$ cat src/rtl/vid_pkg.sv
// Shared types and constants for the LCD frame scheduler: FSM states and the
// column/page window header that precedes every frame.
package vid_pkg;

  typedef enum logic [2:0] {
    StIdle,
    StCmd,
    StHdr,
    StSync,
    StStart,
    StStream
  } state_e;

  localparam logic [7:0]  OpCaset = 8'h2A;
  localparam logic [7:0]  OpPaset = 8'h2B;
  localparam logic [7:0]  OpRamwr = 8'h2C;
  localparam int unsigned HdrLen  = 11;

  // Header byte as {rs, data}; opcodes go out with rs=0, parameters with rs=1.
  function automatic logic [8:0] hdr_byte(input logic [3:0]  idx,
                                          input logic [15:0] x_end,
                                          input logic [15:0] y_end);
    logic [8:0] b;
    case (idx)
      4'd0:    b = {1'b0, OpCaset};
      4'd3:    b = {1'b1, x_end[15:8]};
      4'd4:    b = {1'b1, x_end[7:0]};
      4'd5:    b = {1'b0, OpPaset};
      4'd8:    b = {1'b1, y_end[15:8]};
      4'd9:    b = {1'b1, y_end[7:0]};
      4'd10:   b = {1'b0, OpRamwr};
      default: b = {1'b1, 8'h00};
    endcase
    return b;
  endfunction

endpackage

$ cat src/rtl/vid_cmd_fifo.sv
// Synchronous FIFO holding queued CPU command bytes {rs, data}; the head entry
// is presented from registered storage so it can drive the PHY directly.
module vid_cmd_fifo #(
  parameter int unsigned FIFO_LOG2 = 4
) (
  input  logic       clk,
  input  logic       rst_n,
  input  logic [8:0] wdata_i,
  input  logic       push_i,
  input  logic       pop_i,
  output logic [8:0] head_o,
  output logic       full_o,
  output logic       empty_o,
  output logic       last_o
);
  import vid_pkg::*;

  localparam int unsigned Depth = 2 ** FIFO_LOG2;
  localparam logic [FIFO_LOG2:0] DepthCnt = (FIFO_LOG2 + 1)'(Depth);

  logic [8:0]           mem_q [Depth];
  logic [FIFO_LOG2-1:0] wr_ptr_q, wr_ptr_d, rd_ptr_q, rd_ptr_d;
  logic [FIFO_LOG2:0]   cnt_q, cnt_d;
  logic                 do_push, do_pop;

  assign full_o  = (cnt_q == DepthCnt);
  assign empty_o = (cnt_q == '0);
  assign last_o  = (cnt_q == (FIFO_LOG2 + 1)'(1));
  assign head_o  = mem_q[rd_ptr_q];
  assign do_push = push_i & ~full_o;
  assign do_pop  = pop_i & ~empty_o;

  always_comb begin
    wr_ptr_d = do_push ? wr_ptr_q + 1'b1 : wr_ptr_q;
    rd_ptr_d = do_pop  ? rd_ptr_q + 1'b1 : rd_ptr_q;
    cnt_d    = cnt_q + (FIFO_LOG2 + 1)'(do_push) - (FIFO_LOG2 + 1)'(do_pop);
  end

  always_ff @(posedge clk or negedge rst_n) begin
    if (!rst_n) begin
      wr_ptr_q <= '0;
      rd_ptr_q <= '0;
      cnt_q    <= '0;
    end else begin
      wr_ptr_q <= wr_ptr_d;
      rd_ptr_q <= rd_ptr_d;
      cnt_q    <= cnt_d;
    end
  end

  // Storage needs no reset: the pointers alone define what is valid.
  always_ff @(posedge clk) begin
    if (do_push) mem_q[wr_ptr_q] <= wdata_i;
  end

endmodule

$ cat src/rtl/vid_frame_sched.sv
// LCD PHY owner arbitration: CPU command bytes between frames, an automatic
// window header before each frame, optional tearing alignment, then pixels.
module vid_frame_sched #(
  parameter int unsigned X_END     = 319,
  parameter int unsigned Y_END     = 239,
  parameter int unsigned FIFO_LOG2 = 4
) (
  input  logic        clk,
  input  logic        rst_n,
  input  logic        ctl_run_i,
  input  logic        ctl_vsync_i,
  input  logic        ctl_single_i,
  input  logic        ctl_clr_ovr_i,
  input  logic [8:0]  cmd_data_i,
  input  logic        cmd_valid_i,
  output logic        cmd_ready_o,
  input  logic        fmark_stb_i,
  output logic        pp_start_o,
  input  logic        pp_active_i,
  input  logic [7:0]  pp_data_i,
  input  logic        pp_valid_i,
  output logic        pp_ready_o,
  output logic [7:0]  phy_data_o,
  output logic        phy_rs_o,
  output logic        phy_valid_o,
  input  logic        phy_ready_i,
  output logic        stat_busy_o,
  output logic [15:0] stat_frame_cnt_o,
  output logic        stat_overrun_o
);
  import vid_pkg::*;

  localparam logic [15:0] XEnd    = 16'(X_END);
  localparam logic [15:0] YEnd    = 16'(Y_END);
  localparam logic [3:0]  HdrLast = 4'(HdrLen - 1);

  state_e      state_q, state_d;
  logic [3:0]  hdr_cnt_q, hdr_cnt_d;
  logic        single_q, single_d;
  logic        first_q, first_d;
  logic [15:0] frame_cnt_q, frame_cnt_d;
  logic        overrun_q, overrun_d;

  logic [8:0]  fifo_head, hdr_word;
  logic        fifo_full, fifo_empty, fifo_last, fifo_pop;
  logic        phy_hs, cmd_push, req;

  vid_cmd_fifo #(
    .FIFO_LOG2 (FIFO_LOG2)
  ) u_fifo (
    .clk     (clk),
    .rst_n   (rst_n),
    .wdata_i (cmd_data_i),
    .push_i  (cmd_valid_i),
    .pop_i   (fifo_pop),
    .head_o  (fifo_head),
    .full_o  (fifo_full),
    .empty_o (fifo_empty),
    .last_o  (fifo_last)
  );

  assign cmd_ready_o = ~fifo_full;
  assign cmd_push    = cmd_valid_i & ~fifo_full;
  assign phy_hs      = phy_valid_o & phy_ready_i;
  assign req         = ctl_run_i | single_q;
  assign hdr_word    = hdr_byte(hdr_cnt_q, XEnd, YEnd);

  always_ff @(posedge clk or negedge rst_n) begin
    if (!rst_n) state_q <= StIdle;
    else        state_q <= state_d;
  end

  always_comb begin
    state_d = state_q;
    unique case (state_q)
      StIdle: begin
        if (!fifo_empty) state_d = StCmd;
        else if (req)    state_d = StHdr;
      end
      // A push landing on the final pop keeps us here for the new byte.
      StCmd:    if (phy_hs && fifo_last && !cmd_push) state_d = StIdle;
      StHdr:    if (phy_hs && hdr_cnt_q == HdrLast) state_d = ctl_vsync_i ? StSync : StStart;
      StSync:   if (fmark_stb_i || !ctl_vsync_i) state_d = StStart;
      StStart:  state_d = StStream;
      StStream: if (!first_q && !pp_active_i && !pp_valid_i) state_d = StIdle;
      default:  state_d = StIdle;
    endcase
  end

  always_comb begin
    phy_data_o  = 8'h00;
    phy_rs_o    = 1'b0;
    phy_valid_o = 1'b0;
    pp_ready_o  = 1'b0;
    pp_start_o  = 1'b0;
    fifo_pop    = 1'b0;
    unique case (state_q)
      StCmd: begin
        {phy_rs_o, phy_data_o} = fifo_head;
        phy_valid_o            = ~fifo_empty;
        fifo_pop               = phy_ready_i;
      end
      StHdr: begin
        {phy_rs_o, phy_data_o} = hdr_word;
        phy_valid_o            = 1'b1;
      end
      StStart: pp_start_o = 1'b1;
      StStream: begin
        phy_data_o  = pp_data_i;
        phy_rs_o    = 1'b1;
        phy_valid_o = pp_valid_i;
        pp_ready_o  = phy_ready_i;
      end
      default: ;
    endcase
  end

  always_comb begin
    hdr_cnt_d   = (state_q == StHdr) ? hdr_cnt_q + 4'(phy_hs) : 4'd0;
    first_d     = (state_q == StStart);
    single_d    = single_q | ctl_single_i;
    if (state_q == StIdle && state_d == StHdr) single_d = 1'b0;
    frame_cnt_d = frame_cnt_q;
    if (state_q == StStream && state_d == StIdle) frame_cnt_d = frame_cnt_q + 16'd1;
    overrun_d = overrun_q & ~ctl_clr_ovr_i;
    if (state_q == StStream && fmark_stb_i && ctl_vsync_i) overrun_d = 1'b1;
  end

  always_ff @(posedge clk or negedge rst_n) begin
    if (!rst_n) begin
      hdr_cnt_q   <= 4'd0;
      single_q    <= 1'b0;
      first_q     <= 1'b0;
      frame_cnt_q <= 16'd0;
      overrun_q   <= 1'b0;
    end else begin
      hdr_cnt_q   <= hdr_cnt_d;
      single_q    <= single_d;
      first_q     <= first_d;
      frame_cnt_q <= frame_cnt_d;
      overrun_q   <= overrun_d;
    end
  end

  assign stat_busy_o      = (state_q != StIdle) | ~fifo_empty;
  assign stat_frame_cnt_o = frame_cnt_q;
  assign stat_overrun_o   = overrun_q;

endmodule

$ cat config.mk
export PLATFORM = sky130hd
export DESIGN_NAME = vid_frame_sched
export DESIGN_NICKNAME = d
export VERILOG_FILES = /design/src/rtl/vid_pkg.sv /design/src/rtl/vid_cmd_fifo.sv /design/src/rtl/vid_frame_sched.sv
export SDC_FILE = /design/constraint.sdc
export NUM_CORES = 1
export LEC_CHECK = 0
export ABC_AREA = 1
export CORE_MARGIN = 5
export CORE_UTILIZATION = 25
export DETAILED_ROUTE_END_ITERATION = 6
export PLACE_DENSITY_LB_ADDON = 0.1
export SLEW_MARGIN = 30
export SYNTH_ARGS = -nofsm -noshare
export SYNTH_HDL_FRONTEND = slang
export SYNTH_SLANG_ARGS = --single-unit
$ cat constraint.sdc
create_clock -name clk -period 5.79 [get_ports clk]
set_clock_uncertainty 0.15 [all_clocks]
set_input_delay 1.737 -clock clk [delete_from_list [all_inputs] [get_ports clk]]
set_output_delay 1.737 -clock clk [all_outputs]
set_load 0.005 [all_outputs]
==> report_table.html, run 1 <==
<table>
<tr><th>Metric</th><th>Value</th></tr>
<tr><th colspan="2">Worst setup path</th></tr>
<tr><td>Data required time at the worst endpoint</td><td>3.90 ns</td></tr>
<tr><td>Crit-path leading delay family</td><td>buffers and inverters</td></tr>
<tr><td>Cell with the largest stage delay on the worst path</td><td>buf_4</td></tr>
<tr><td>Delay contributed by the slowest stage of the critical path</td><td>between 0.6 and 0.7 ns</td></tr>
<tr><td>Crit path arrival time</td><td>3.06 ns</td></tr>
<tr><td>Critical path class</td><td>reg -&gt; out</td></tr>
<tr><td>Most numerous cell on the critical path</td><td>nand2_1</td></tr>
<tr><td>Crit end category</td><td>output pin</td></tr>
<tr><td>Total buffers and inverters traversed by the critical path</td><td>2</td></tr>
<tr><td>Critical Path Source Type</td><td>flop</td></tr>
<tr><td>Worst-path cell chain</td><td>buf_4, o21ai_0, o211ai_1, nand2_1, nand2_1, nand3_1, nand2_1, clkdlybuf4s50_1</td></tr>
<tr><td>Largest fanout on the critical path</td><td>79</td></tr>
<tr><th colspan="2">CTS</th></tr>
<tr><td>Reg clk slew, reported paths</td><td>0.07 ns</td></tr>
<tr><td>Clock latency reported for the late side of the worst-skew pair</td><td>around 0.44 ns</td></tr>
<tr><td>Number of CTS-inserted buffers</td><td>17</td></tr>
<tr><td>TritonCTS clock tree</td><td>done</td></tr>
<tr><td>Setup fix buffers added after clock tree synthesis</td><td>0</td></tr>
<tr><td>Maximum root-to-sink buffer count</td><td>2</td></tr>
<tr><td>Count of hold-fix buffers inserted at cts</td><td>0</td></tr>
<tr><td>Clock root buffer</td><td>clkbuf_16</td></tr>
<tr><td>Count of clock tree sinks</td><td>183</td></tr>
<tr><td>CTS-repair resized insts</td><td>0</td></tr>
<tr><td>Clock H-tree levels</td><td>4</td></tr>
<tr><th colspan="2">GRT</th></tr>
<tr><td>Maximum number of pins on one net before global-route repair</td><td>80</td></tr>
<tr><td>Antenna violations before repair</td><td>0</td></tr>
<tr><td>Overflow after GRT</td><td>0</td></tr>
<tr><td>Global-route wire length before repair</td><td>35400 um</td></tr>
<tr><td>Vias in the first global route</td><td>5697</td></tr>
<tr><td>Total Routing Usage GR</td><td>12.9%</td></tr>
<tr><th colspan="2">Pwr</th></tr>
<tr><td>Total net switching power</td><td>1.87 mW</td></tr>
<tr><td>Lkg Pwr</td><td>approximately 3.6 nW</td></tr>
<tr><td>Proportion of total power due to net switching</td><td>40.1%</td></tr>
<tr><td>Part of the total power dissipated in sequential elements</td><td>37.1%</td></tr>
<tr><td>Power density over the cells</td><td>469 mW/mm2</td></tr>
<tr><td>Fraction of power consumed by the clock network</td><td>24.4%</td></tr>
<tr><td>Combinational fraction of design power</td><td>between 30% and 40%</td></tr>
<tr><td>Worst-case vdd ir drop</td><td>245 uV</td></tr>
<tr><td>Cell internal pwr</td><td>between 2 and 3 mW</td></tr>
<tr><th colspan="2">Hold path</th></tr>
<tr><td>Hold/Removal Path Class</td><td>reg -&gt; reg</td></tr>
<tr><th colspan="2">Placed design</th></tr>
<tr><td>Port Buffers</td><td>58</td></tr>
<tr><td>Final RePlAce weighted congestion</td><td>0.737</td></tr>
<tr><td>Post-detail-place hpwl</td><td>14400 um</td></tr>
<tr><th colspan="2">Finish</th></tr>
<tr><td>Count of antenna diodes in the layout</td><td>0</td></tr>
<tr><td>Area occupied by registers</td><td>0.00530 mm2</td></tr>
<tr><td>Leading cell type in the layout, fill and taps excluded</td><td>nand2_1</td></tr>
<tr><td>Most frequent cells in the layout</td><td>nand2_1, edfxtp_1, nor2_1, o21ai_0, clkdlybuf4s50_1</td></tr>
<tr><td>Number of filler cells placed in the layout</td><td>3435</td></tr>
<tr><td>Area growth from synthesis to final layout</td><td>19.8%</td></tr>
<tr><td>Multi-input gate area</td><td>0.00269 mm2</td></tr>
<tr><td>Net count of the finished layout</td><td>898</td></tr>
<tr><td>Final core utilization</td><td>30.4%</td></tr>
<tr><td>Fraction of final layout cells with drive strength greater than 1</td><td>8.29%</td></tr>
<tr><th colspan="2">Detailed routing</th></tr>
<tr><td>Final Routed Wirelength</td><td>23200 um</td></tr>
<tr><td>Post-route antenna net violation count</td><td>0</td></tr>
<tr><td>DRC violation count after routing</td><td>0</td></tr>
<tr><td>Post-detailed-route wirelength per cell</td><td>17.7 um</td></tr>
<tr><td>Overall via count from detail_route</td><td>5780</td></tr>
<tr><td>Vias per std cell</td><td>4.41</td></tr>
<tr><td>1st-iter DRT viols</td><td>357</td></tr>
<tr><td>Number of detailed-route iterations in the first pass</td><td>4</td></tr>
<tr><th colspan="2">STA</th></tr>
<tr><td>Final setup violation count</td><td>0</td></tr>
<tr><td>WHS</td><td>between 0.3 and 0.4 ns</td></tr>
<tr><td>Period utilization</td><td>a little under nine tenths</td></tr>
<tr><td>Slew at the pin closest to its max-slew limit</td><td>between 0.9 and 1 ns</td></tr>
<tr><td>Achievable clock frequency</td><td>202 MHz</td></tr>
<tr><td>Time the worst path needs with I/O delays and setup</td><td>4.95 ns</td></tr>
<tr><td>Unrepaired setup endpoints after global routing</td><td>false</td></tr>
<tr><td>Final hold violation count</td><td>0</td></tr>
<tr><td>Worst slew margin</td><td>39.1%</td></tr>
<tr><td>Total negative slack for setup checks</td><td>0 ns</td></tr>
<tr><td>Final Max Tran Viols</td><td>0</td></tr>
<tr><th colspan="2">Synthesis</th></tr>
<tr><td>Number of instances in the synthesized netlist</td><td>803</td></tr>
<tr><td>Area share of the largest cell type after synthesis</td><td>52.0%</td></tr>
<tr><td>Post-synthesis net count</td><td>846</td></tr>
<tr><td>Post-synthesis average cell area</td><td>10.3 um2</td></tr>
<tr><td>Biggest area contributors in the synthesized netlist</td><td>edfxtp_1, dfrtp_1, nand2_1</td></tr>
<tr><td>Register bit count reported by yosys</td><td>183</td></tr>
<tr><td>Synth warn</td><td>0</td></tr>
<tr><td>Top cell type by total area after synthesis</td><td>edfxtp_1</td></tr>
<tr><td>Sequential cell area fraction in the yosys report</td><td>63.8%</td></tr>
<tr><td>Cell variety after synth</td><td>37</td></tr>
<tr><td>Post-synthesis instance area</td><td>0.00831 mm2</td></tr>
<tr><th colspan="2">Floorplanning</th></tr>
<tr><td>Initial Utilization</td><td>25.4%</td></tr>
<tr><td>Vertical extent of the die</td><td>between 150 and 200 um</td></tr>
<tr><td>I/O pin cnt</td><td>between 50 and 60</td></tr>
<tr><td>Num rows</td><td>66</td></tr>
<tr><td>Standard cell core area</td><td>0.0327 mm2</td></tr>
<tr><td>Total die area</td><td>approximately 0.037 mm2</td></tr>
<tr><td>Horiz. Die Dim</td><td>192 um</td></tr>
<tr><th colspan="2">Flow run</th></tr>
<tr><td>Number of max-cap violations</td><td>0</td></tr>
<tr><th colspan="2">Run status</th></tr>
<tr><td>Result of the run</td><td>finished clean</td></tr>
</table>
[flip-flops by register name, summed over array words and instances (netlist names)]
name	count
first_q	1
hdr_cnt_q	4
single_q	1
stat_frame_cnt_o	16
stat_overrun_o	1
state_q	3
u_fifo.cnt_q	5
u_fifo.mem_q	144
u_fifo.rd_ptr_q	4
u_fifo.wr_ptr_q	4
[synthesized netlist by cell type (all sizes together)]
| cell type | number |
|---|---|
| o22ai | 1 |
| buf | 13 |
| nand3b | 1 |
| fa | 1 |
| dfrtp | 39 |
| xor2 | 12 |
| nand2 | 153 |
| clkbuf | 21 |
| a31oi | 1 |
| and3b | 1 |
| edfxtp | 144 |
| ha | 14 |
| xnor2 | 10 |
| a21oi | 18 |
| nor4 | 1 |
| o21a | 1 |
| nor3 | 3 |
| nand4 | 24 |
| o21ai | 82 |
| nor2 | 149 |
| a22oi | 2 |
| nand3 | 38 |
| o211ai | 21 |
| clkinv | 2 |
| inv | 51 |
[layer usage]
layer / routed length, um / part of all wire (%) / vias to the layer above / GRT usage [%]
met5: 0 / 0 / - / 0
met4: 171 / 0.74 / 0 / 3.13
met3: 667 / 2.9 / 8 / 2.55
met2: 10900 / 47 / 59 / 20.3
met1: 11400 / 49 / 2860 / 18.3
li1: - / - / 2853 / -
[stage by stage]
step	cell area (um2)	setup slack, ns	cells	total power [mW]
4_1_cts	9950	0.733	1310	4.77
5_1_grt	9950	0.565	1310	5.02
6_report	9950	0.842	1310	4.67
3_3_place_gp	9350	0.858	1278	3.61
3_5_place_dp	9390	0.846	1278	3.62
2_1_floorplan	8310	1.90	803	2.81
[worst register-to-register path, stage by stage, from the launching register on]
cell     delay (ns)
dfrtp_1        0.39
inv_1          0.08
ha_1           0.14
inv_1          0.03
nor2_1         0.20
nand3_1        0.18
nand3_1        0.19
inv_1          0.16
ha_1           0.31
inv_1          0.06
ha_1           0.16
inv_1          0.06
fa_1           0.39
o21ai_0        0.19
a21oi_1        0.11
xor2_1         0.14
[cell families after synthesis]
group | synth area share (%)
compound gates | 8.39
simple gates | 18.9
flops | 63.8
fa+ha+maj | 2.35
xor+xnor | 2.32
buf+inv | 4.25
[area by class of cell]
| type | instances | share of cell area, % |
|---|---|---|
| well taps | 442 | 5.56 |
| flip-flops and latches | 183 | 53.3 |
| clock buffers | 17 | 4.27 |
| multi-input cells | 533 | 27.1 |
| repair buffers | 67 | 6.46 |
| inverters | 53 | 2.00 |
| clock inverters | 15 | 1.38 |
[path summary, 6_finish.rpt]
| check | endpoint | depth (start not counted) | slack (ns) | from |
|---|---|---|---|---|
| worst max-delay path | phy_data_o[3] | 8 | 0.84 | u_fifo.rd_ptr_q[0] |
| worst min-delay path | stat_frame_cnt_o[15] | 2 | 0.38 | stat_frame_cnt_o[15] |
| worst max register to register | u_fifo.cnt_q[4] | 15 | 2.72 | u_fifo.cnt_q[2] |
| worst min register to register | stat_frame_cnt_o[15] | 2 | 0.38 | stat_frame_cnt_o[15] |
| max in group asynchronous | u_fifo.rd_ptr_q[0] | 2 | 3.88 | rst_n |
| min in group asynchronous | stat_frame_cnt_o[14] | 2 | 1.21 | rst_n |
[power groups by stage]
stage | sequential (mW) | combinational (mW) | clock (mW)
after floorplan | 1.69 | 1.12 | 0
after CTS | 1.73 | 1.86 | 1.18
after detailed placement | 1.76 | 1.85 | 0
after global routing | 1.75 | 2.04 | 1.23
after global placement | 1.77 | 1.84 | 0
final | 1.73 | 1.80 | 1.14
(Power assumes the default switching activity.)
==> inputs of run 2 (changes only) <==
GPL_ROUTABILITY_DRIVEN = 0   (was unset)
TNS_END_PERCENT = 1   (was unset)
clock period = 6.3 ns   (was 5.79 ns; I/O delays follow)
==> run 2 against run 1 <==
- combinational power shrank 9%
- sequential share of layout area shrank 0.060 points
- count of clock-buffer cells in the layout is the same
- register-to-register slack gained 0.35 ns
- first-iteration DRC count shrank 13%
- hold slack lost 0.013 ns
- power shrank 7.7%
- critical path depth shrank 2
- non-clock buffer count is the same
- worst setup slack gained 0.21 ns
==> report_table.html, run 2 (synthesis results as in run 1) <==
<table>
<tr><th>Metric</th><th>Value</th></tr>
<tr><th colspan="2">Floorplanning</th></tr>
<tr><td>Initial Utilization</td><td>25.4%</td></tr>
<tr><td>Num rows</td><td>66</td></tr>
<tr><td>Horiz. Die Dim</td><td>192 um</td></tr>
<tr><td>I/O pin cnt</td><td>59</td></tr>
<tr><td>Total die area</td><td>between 0.03 and 0.04 mm2</td></tr>
<tr><td>Vertical extent of the die</td><td>192 um</td></tr>
<tr><td>Standard cell core area</td><td>about 0.033 mm2</td></tr>
<tr><th colspan="2">Run status</th></tr>
<tr><td>Result of the run</td><td>finished clean</td></tr>
<tr><th colspan="2">Finish</th></tr>
<tr><td>Non-filler cells in the finished layout</td><td>1309</td></tr>
<tr><td>Area growth from synthesis to final layout</td><td>19.9%</td></tr>
<tr><td>Most frequent cells in the layout</td><td>nand2_1, edfxtp_1, nor2_1, o21ai_0, clkdlybuf4s50_1</td></tr>
<tr><td>Number of filler cells placed in the layout</td><td>3457</td></tr>
<tr><td>Area occupied by registers</td><td>~0.0053 mm2</td></tr>
<tr><td>Largest register FFs</td><td>144</td></tr>
<tr><td>Register with the highest flop count</td><td>u_fifo.mem_q</td></tr>
<tr><td>Multi-input gate area</td><td>0.00269 mm2</td></tr>
<tr><td>Fraction of final layout cells with drive strength greater than 1</td><td>8.07%</td></tr>
<tr><td>Net count of the finished layout</td><td>898</td></tr>
<tr><td>Leading cell type in the layout, fill and taps excluded</td><td>nand2_1</td></tr>
<tr><td>Count of antenna diodes in the layout</td><td>0</td></tr>
<tr><th colspan="2">CTS</th></tr>
<tr><td>Setup fix buffers added after clock tree synthesis</td><td>0</td></tr>
<tr><td>Clock H-tree levels</td><td>4</td></tr>
<tr><td>Maximum root-to-sink buffer count</td><td>2</td></tr>
<tr><td>Count of hold-fix buffers inserted at cts</td><td>0</td></tr>
<tr><td>Reg clk slew, reported paths</td><td>0.07 ns</td></tr>
<tr><td>TritonCTS clock tree</td><td>done</td></tr>
<tr><td>CTS-repair resized insts</td><td>0</td></tr>
<tr><td>Clock latency reported for the late side of the worst-skew pair</td><td>0.44 ns</td></tr>
<tr><td>Number of CTS-inserted buffers</td><td>17</td></tr>
<tr><td>Clock root buffer</td><td>clkbuf_16</td></tr>
<tr><td>Count of clock tree sinks</td><td>183</td></tr>
<tr><th colspan="2">GRT</th></tr>
<tr><td>Maximum number of pins on one net before global-route repair</td><td>80</td></tr>
<tr><td>Total Routing Usage GR</td><td>12.8%</td></tr>
<tr><td>Antenna violations before repair</td><td>0</td></tr>
<tr><td>Vias in the first global route</td><td>approximately 5600</td></tr>
<tr><td>Overflow after GRT</td><td>0</td></tr>
<tr><td>Global-route wire length before repair</td><td>35300 um</td></tr>
<tr><th colspan="2">STA</th></tr>
<tr><td>Time the worst path needs with I/O delays and setup</td><td>5.24 ns</td></tr>
<tr><td>Min setup slack post-route</td><td>1.06 ns</td></tr>
<tr><td>Worst slew margin</td><td>36.3%</td></tr>
<tr><td>Slew at the pin closest to its max-slew limit</td><td>between 0.9 and 1 ns</td></tr>
<tr><td>Final hold violation count</td><td>0</td></tr>
<tr><td>Total negative slack for setup checks</td><td>0 ns</td></tr>
<tr><td>Final Max Tran Viols</td><td>0</td></tr>
<tr><td>Final setup violation count</td><td>0</td></tr>
<tr><td>Period utilization</td><td>a little over four fifths</td></tr>
<tr><td>Achievable clock frequency</td><td>191 MHz</td></tr>
<tr><td>Unrepaired setup endpoints after global routing</td><td>false</td></tr>
<tr><th colspan="2">Worst setup path</th></tr>
<tr><td>Data required time at the worst endpoint</td><td>4.26 ns</td></tr>
<tr><td>Register-to-register setup slack</td><td>roughly 3.1 ns</td></tr>
<tr><td>Crit end category</td><td>output pin</td></tr>
<tr><td>Critical path class</td><td>in -&gt; out</td></tr>
<tr><td>Largest fanout on the critical path</td><td>3</td></tr>
<tr><td>Critical Path Source Type</td><td>input pin</td></tr>
<tr><td>Crit path arrival time</td><td>3.20 ns</td></tr>
<tr><th colspan="2">Hold path</th></tr>
<tr><td>Hold/Removal Path Class</td><td>reg -&gt; reg</td></tr>
<tr><th colspan="2">Detailed routing</th></tr>
<tr><td>Top layer in use</td><td>met4</td></tr>
<tr><td>Routed wire length on met3</td><td>around 730 um</td></tr>
<tr><td>Vias per std cell</td><td>4.38</td></tr>
<tr><td>Post-detailed-route wirelength per cell</td><td>approximately 18 um</td></tr>
<tr><td>Overall via count from detail_route</td><td>5735</td></tr>
<tr><td>DRC violation count after routing</td><td>0</td></tr>
<tr><td>Routed wire length on met2</td><td>10900 um</td></tr>
<tr><td>Post-route antenna net violation count</td><td>0</td></tr>
<tr><td>Final Routed Wirelength</td><td>23200 um</td></tr>
<tr><td>Number of detailed-route iterations in the first pass</td><td>4</td></tr>
<tr><td>1st-iter DRT viols</td><td>309</td></tr>
<tr><td>Routed metal-1 wire length</td><td>around 11000 um</td></tr>
<tr><th colspan="2">Placed design</th></tr>
<tr><td>Post-Place Cells</td><td>1278</td></tr>
<tr><td>Pre-CTS worst setup slack</td><td>roughly 1.0 ns</td></tr>
<tr><td>Post-detail-place hpwl</td><td>14500 um</td></tr>
<tr><td>Port Buffers</td><td>between 50 and 60</td></tr>
<tr><th colspan="2">Pwr</th></tr>
<tr><td>Power density over the cells</td><td>432 mW/mm2</td></tr>
<tr><td>Lkg Pwr</td><td>3.66 nW</td></tr>
<tr><td>Worst-case vdd ir drop</td><td>221 uV</td></tr>
<tr><th colspan="2">Flow run</th></tr>
<tr><td>Number of max-cap violations</td><td>0</td></tr>
</table>
run 2: cell types whose count changed in the layout (fill, tap and decap cells not counted), sizes merged:
cell    before  now
bufinv       0    1
clkinv       8    6
run 2: critical path, cell delays in order:
cell and delay, ns:
clkdlybuf4s50_1 0.48, nand4_1 0.10, nand2_1 0.08, inv_1 0.05
nand2_2 0.09, clkdlybuf4s50_1 0.51
run 2: stage by stage:
step / area, um2 / utilization (%) / total power, mW / hold WS [ns]
floorplan: 8310 / - / 2.58 / 0.351
global placement: 9350 / 28.6 / 3.31 / 0.360
detailed placement: 9390 / 28.7 / 3.32 / 0.355
CTS: 9960 / 30.5 / 4.40 / 0.377
global route: 9960 / 30.5 / 4.63 / 0.418
finish: 9960 / 30.5 / 4.31 / 0.371
run 2: area by class of cell:
type / count / share of cell area (%)
clock buffer: 17 / 4.27
tap: 442 / 5.55
multi-input combinational: 533 / 27.0
clock inverter: 14 / 1.46
inverter: 53 / 2.00
timing repair buffer: 67 / 6.48
sequential: 183 / 53.2
run 2: worst paths after layout:
path	startpoint	end	depth (start not counted)
max	pp_valid_i	phy_valid_o	6
min	stat_frame_cnt_o[15]	stat_frame_cnt_o[15]	2
max reg2reg	state_q[0]	u_fifo.cnt_q[4]	12
min reg2reg	stat_frame_cnt_o[15]	stat_frame_cnt_o[15]	2
max in group asynchronous	rst_n	u_fifo.rd_ptr_q[0]	1
min in group asynchronous	rst_n	stat_frame_cnt_o[13]	1
run 2: metal layers:
layer	GRT usage, %	vias up
li1	-	2856
met1	17.9	2795
met2	20.3	68
met3	2.57	16
met4	3.26	0
met5	0	-
run 2: where the power goes:
part	internal, mW	leakage (nW)	switching (mW)
combinational	0.580	1.58	1.05
sequential	1.47	1.80	0.144
clock	0.557	0.279	0.508
==> inputs of run 3 (changes only) <==
clock period = 4.9 ns   (was 6.3 ns; I/O delays follow)
==> run 3 against run 2 <==
- via count is 1.2% higher
- sequential power is 27% higher
- hold slack better by 0.019 ns
- worst setup slack worse by 0.64 ns
- register-to-register slack worse by 1.2 ns
- clock power is 34% higher
- first-iteration DRC count is 36% higher
- power is 31% higher
- routed wire length is 0.72% higher
==> report_table.html, run 3 (synthesis results as in run 1) <==
<table>
<tr><th>Metric</th><th>Value</th></tr>
<tr><th colspan="2">CTS</th></tr>
<tr><td>TritonCTS clock tree</td><td>done</td></tr>
<tr><td>CTS-repair resized insts</td><td>0</td></tr>
<tr><td>Number of CTS-inserted buffers</td><td>17</td></tr>
<tr><td>Clock root buffer</td><td>clkbuf_16</td></tr>
<tr><td>Clock H-tree levels</td><td>4</td></tr>
<tr><td>Setup fix buffers added after clock tree synthesis</td><td>0</td></tr>
<tr><td>Count of clock tree sinks</td><td>183</td></tr>
<tr><td>Reg clk slew, reported paths</td><td>around 0.070 ns</td></tr>
<tr><td>Count of hold-fix buffers inserted at cts</td><td>0</td></tr>
<tr><td>Clock latency reported for the late side of the worst-skew pair</td><td>around 0.44 ns</td></tr>
<tr><td>Maximum root-to-sink buffer count</td><td>2</td></tr>
<tr><th colspan="2">STA</th></tr>
<tr><td>Period utilization</td><td>91.5%</td></tr>
<tr><td>Final setup violation count</td><td>0</td></tr>
<tr><td>Worst slew margin</td><td>53.5%</td></tr>
<tr><td>Unrepaired setup endpoints after global routing</td><td>false</td></tr>
<tr><td>Final hold violation count</td><td>0</td></tr>
<tr><td>Slew at the pin closest to its max-slew limit</td><td>just under 0.7 ns</td></tr>
<tr><td>Time the worst path needs with I/O delays and setup</td><td>4.48 ns</td></tr>
<tr><td>Achievable clock frequency</td><td>roughly 220 MHz</td></tr>
<tr><td>Final Max Tran Viols</td><td>0</td></tr>
<tr><td>Total negative slack for setup checks</td><td>0 ns</td></tr>
<tr><th colspan="2">Pwr</th></tr>
<tr><td>Cell internal pwr</td><td>roughly 3.5 mW</td></tr>
<tr><td>Proportion of total power due to net switching</td><td>38.7%</td></tr>
<tr><td>Power density over the cells</td><td>559 mW/mm2</td></tr>
<tr><td>Combinational fraction of design power</td><td>38.6%</td></tr>
<tr><td>Worst-case vdd ir drop</td><td>roughly 260 uV</td></tr>
<tr><td>Total net switching power</td><td>roughly 2.2 mW</td></tr>
<tr><td>Fraction of power consumed by the clock network</td><td>25.2%</td></tr>
<tr><td>Part of the total power dissipated in sequential elements</td><td>between 30 and 40%</td></tr>
<tr><td>Lkg Pwr</td><td>3.77 nW</td></tr>
<tr><td>Power Total</td><td>5.65 mW</td></tr>
<tr><th colspan="2">Detailed routing</th></tr>
<tr><td>Vias per std cell</td><td>4.37</td></tr>
<tr><td>Post-route antenna net violation count</td><td>0</td></tr>
<tr><td>Post-detailed-route wirelength per cell</td><td>17.6 um</td></tr>
<tr><td>Final Routed Wirelength</td><td>23400 um</td></tr>
<tr><td>DRC violation count after routing</td><td>0</td></tr>
<tr><td>Overall via count from detail_route</td><td>5805</td></tr>
<tr><td>Number of detailed-route iterations in the first pass</td><td>5</td></tr>
<tr><td>1st-iter DRT viols</td><td>421</td></tr>
<tr><th colspan="2">Finish</th></tr>
<tr><td>Leading cell type in the layout, fill and taps excluded</td><td>nand2_1</td></tr>
<tr><td>Non-filler cells in the finished layout</td><td>1329</td></tr>
<tr><td>Final core utilization</td><td>30.9%</td></tr>
<tr><td>Final Cell Area</td><td>0.0101 mm2</td></tr>
<tr><td>Net count of the finished layout</td><td>915</td></tr>
<tr><td>Fraction of final layout cells with drive strength greater than 1</td><td>8.25%</td></tr>
<tr><td>Largest register FFs</td><td>144</td></tr>
<tr><td>Register with the highest flop count</td><td>u_fifo.mem_q</td></tr>
<tr><td>Most frequent cells in the layout</td><td>nand2_1, nor2_1, edfxtp_1, o21ai_0, clkdlybuf4s50_1</td></tr>
<tr><td>Area growth from synthesis to final layout</td><td>21.8%</td></tr>
<tr><th colspan="2">GRT</th></tr>
<tr><td>Vias in the first global route</td><td>5824</td></tr>
<tr><td>Antenna violations before repair</td><td>0</td></tr>
<tr><td>Total Routing Usage GR</td><td>13.2%</td></tr>
<tr><td>Overflow after GRT</td><td>0</td></tr>
<tr><td>Global-route wire length before repair</td><td>36500 um</td></tr>
<tr><td>Maximum number of pins on one net before global-route repair</td><td>62</td></tr>
<tr><th colspan="2">Worst setup path</th></tr>
<tr><td>Register-to-register setup slack</td><td>~1.9 ns</td></tr>
<tr><td>Crit end category</td><td>output pin</td></tr>
<tr><td>Cell with the largest stage delay on the worst path</td><td>dfrtp_2</td></tr>
<tr><td>Critical Path Source Type</td><td>flop</td></tr>
<tr><td>Crit path arrival time</td><td>2.86 ns</td></tr>
<tr><td>Largest fanout on the critical path</td><td>slightly above 50</td></tr>
<tr><td>Worst-path cell chain</td><td>inv_2, buf_12, nand2_1, nand2_1, nand2_1, o211ai_1, nand2_1, nand2_1, nand3_1, nand2_1, clkdlybuf4s50_1</td></tr>
<tr><td>Most numerous cell on the critical path</td><td>nand2_1</td></tr>
<tr><td>Data required time at the worst endpoint</td><td>3.28 ns</td></tr>
<tr><td>Critical path class</td><td>reg -&gt; out</td></tr>
<tr><td>Delay contributed by the slowest stage of the critical path</td><td>0.62 ns</td></tr>
<tr><td>Total buffers and inverters traversed by the critical path</td><td>3</td></tr>
<tr><td>Crit-path leading delay family</td><td>buffers and inverters</td></tr>
<tr><th colspan="2">Floorplanning</th></tr>
<tr><td>Initial Utilization</td><td>25.4%</td></tr>
<tr><td>Num rows</td><td>66</td></tr>
<tr><td>Horiz. Die Dim</td><td>about 190 um</td></tr>
<tr><td>Standard cell core area</td><td>between 0.03 and 0.04 mm2</td></tr>
<tr><td>Vertical extent of the die</td><td>192 um</td></tr>
<tr><td>I/O pin cnt</td><td>59</td></tr>
<tr><td>Total die area</td><td>0.0370 mm2</td></tr>
<tr><th colspan="2">Placed design</th></tr>
<tr><td>Port Buffers</td><td>58</td></tr>
<tr><td>Post-Place Cells</td><td>approximately 1300</td></tr>
<tr><td>Area post-placement</td><td>0.00952 mm2</td></tr>
<tr><td>Post-detail-place hpwl</td><td>14800 um</td></tr>
<tr><th colspan="2">Flow run</th></tr>
<tr><td>Number of max-cap violations</td><td>0</td></tr>
<tr><th colspan="2">Run status</th></tr>
<tr><td>Result of the run</td><td>finished clean</td></tr>
<tr><th colspan="2">Hold path</th></tr>
<tr><td>Hold/Removal Path Class</td><td>reg -&gt; reg</td></tr>
</table>
run 3: changes by cell type in the layout (fill, tap and decap cells not counted), moves of 2 or more:
cell / change
diode_2: +2
buf_4: +13
clkinv_4: +2
buf_12: +3
nor2_2: -13
clkbuf_1: +2
nor2_1: +13
clkinv_2: -3
run 3: cell type report:
type,instances,area [um2]
Fill cell,3396,22600
Sequential cell,183,5300
Multi-Input combinational cell,533,2660
Timing Repair Buffer,84,808
Tap cell,442,553
Clock buffer,19,433
Inverter,53,199
Clock inverter,13,161
Antenna cell,2,5.00
run 3: power by group through the flow:
stage	logic (mW)	clock network, mW	registers [mW]
2_1_floorplan	1.32	0	2.00
3_3_place_gp	2.25	0	2.08
3_5_place_dp	2.25	0	2.08
4_1_cts	2.25	1.47	2.05
5_1_grt	2.50	1.54	2.07
6_report	2.18	1.42	2.04
run 3: path summary, 6_finish.rpt:
check                                   start                  end  cells past startpoint
setup / recovery           u_fifo.rd_ptr_q[0]        phy_data_o[3]                     11
hold / removal                 stat_overrun_o       stat_overrun_o                      2
setup reg to reg              u_fifo.cnt_q[2]      u_fifo.cnt_q[4]                     15
hold reg to reg                stat_overrun_o       stat_overrun_o                      2
max in group asynchronous               rst_n   u_fifo.rd_ptr_q[0]                      2
min in group asynchronous               rst_n  stat_frame_cnt_o[6]                      1
run 3: through the flow:
stage	hold WS [ns]	setup WS, ns
5_1_grt	0.416	0.141
3_3_place_gp	0.362	0.487
4_1_cts	0.393	0.357
2_1_floorplan	0.351	1.54
3_5_place_dp	0.379	0.486
6_report	0.390	0.416
run 3: layer usage:
metal / track usage (%) / share of wire (%) / vias to the layer above
li1: - / - / 2891
met1: 18.8 / 49 / 2821
met2: 20.6 / 47 / 71
met3: 2.68 / 2.8 / 22
met4: 3.81 / 1.4 / 0
met5: 0 / 0 / -
run 3: worst min-delay path: cells and delay by family, from the launching register on:
kind | cells | cell delay, ns
flip-flops | 1 | 0.38
buffers and inverters | 1 | 0.05
AO/OA/AOI/OAI | 1 | 0.07
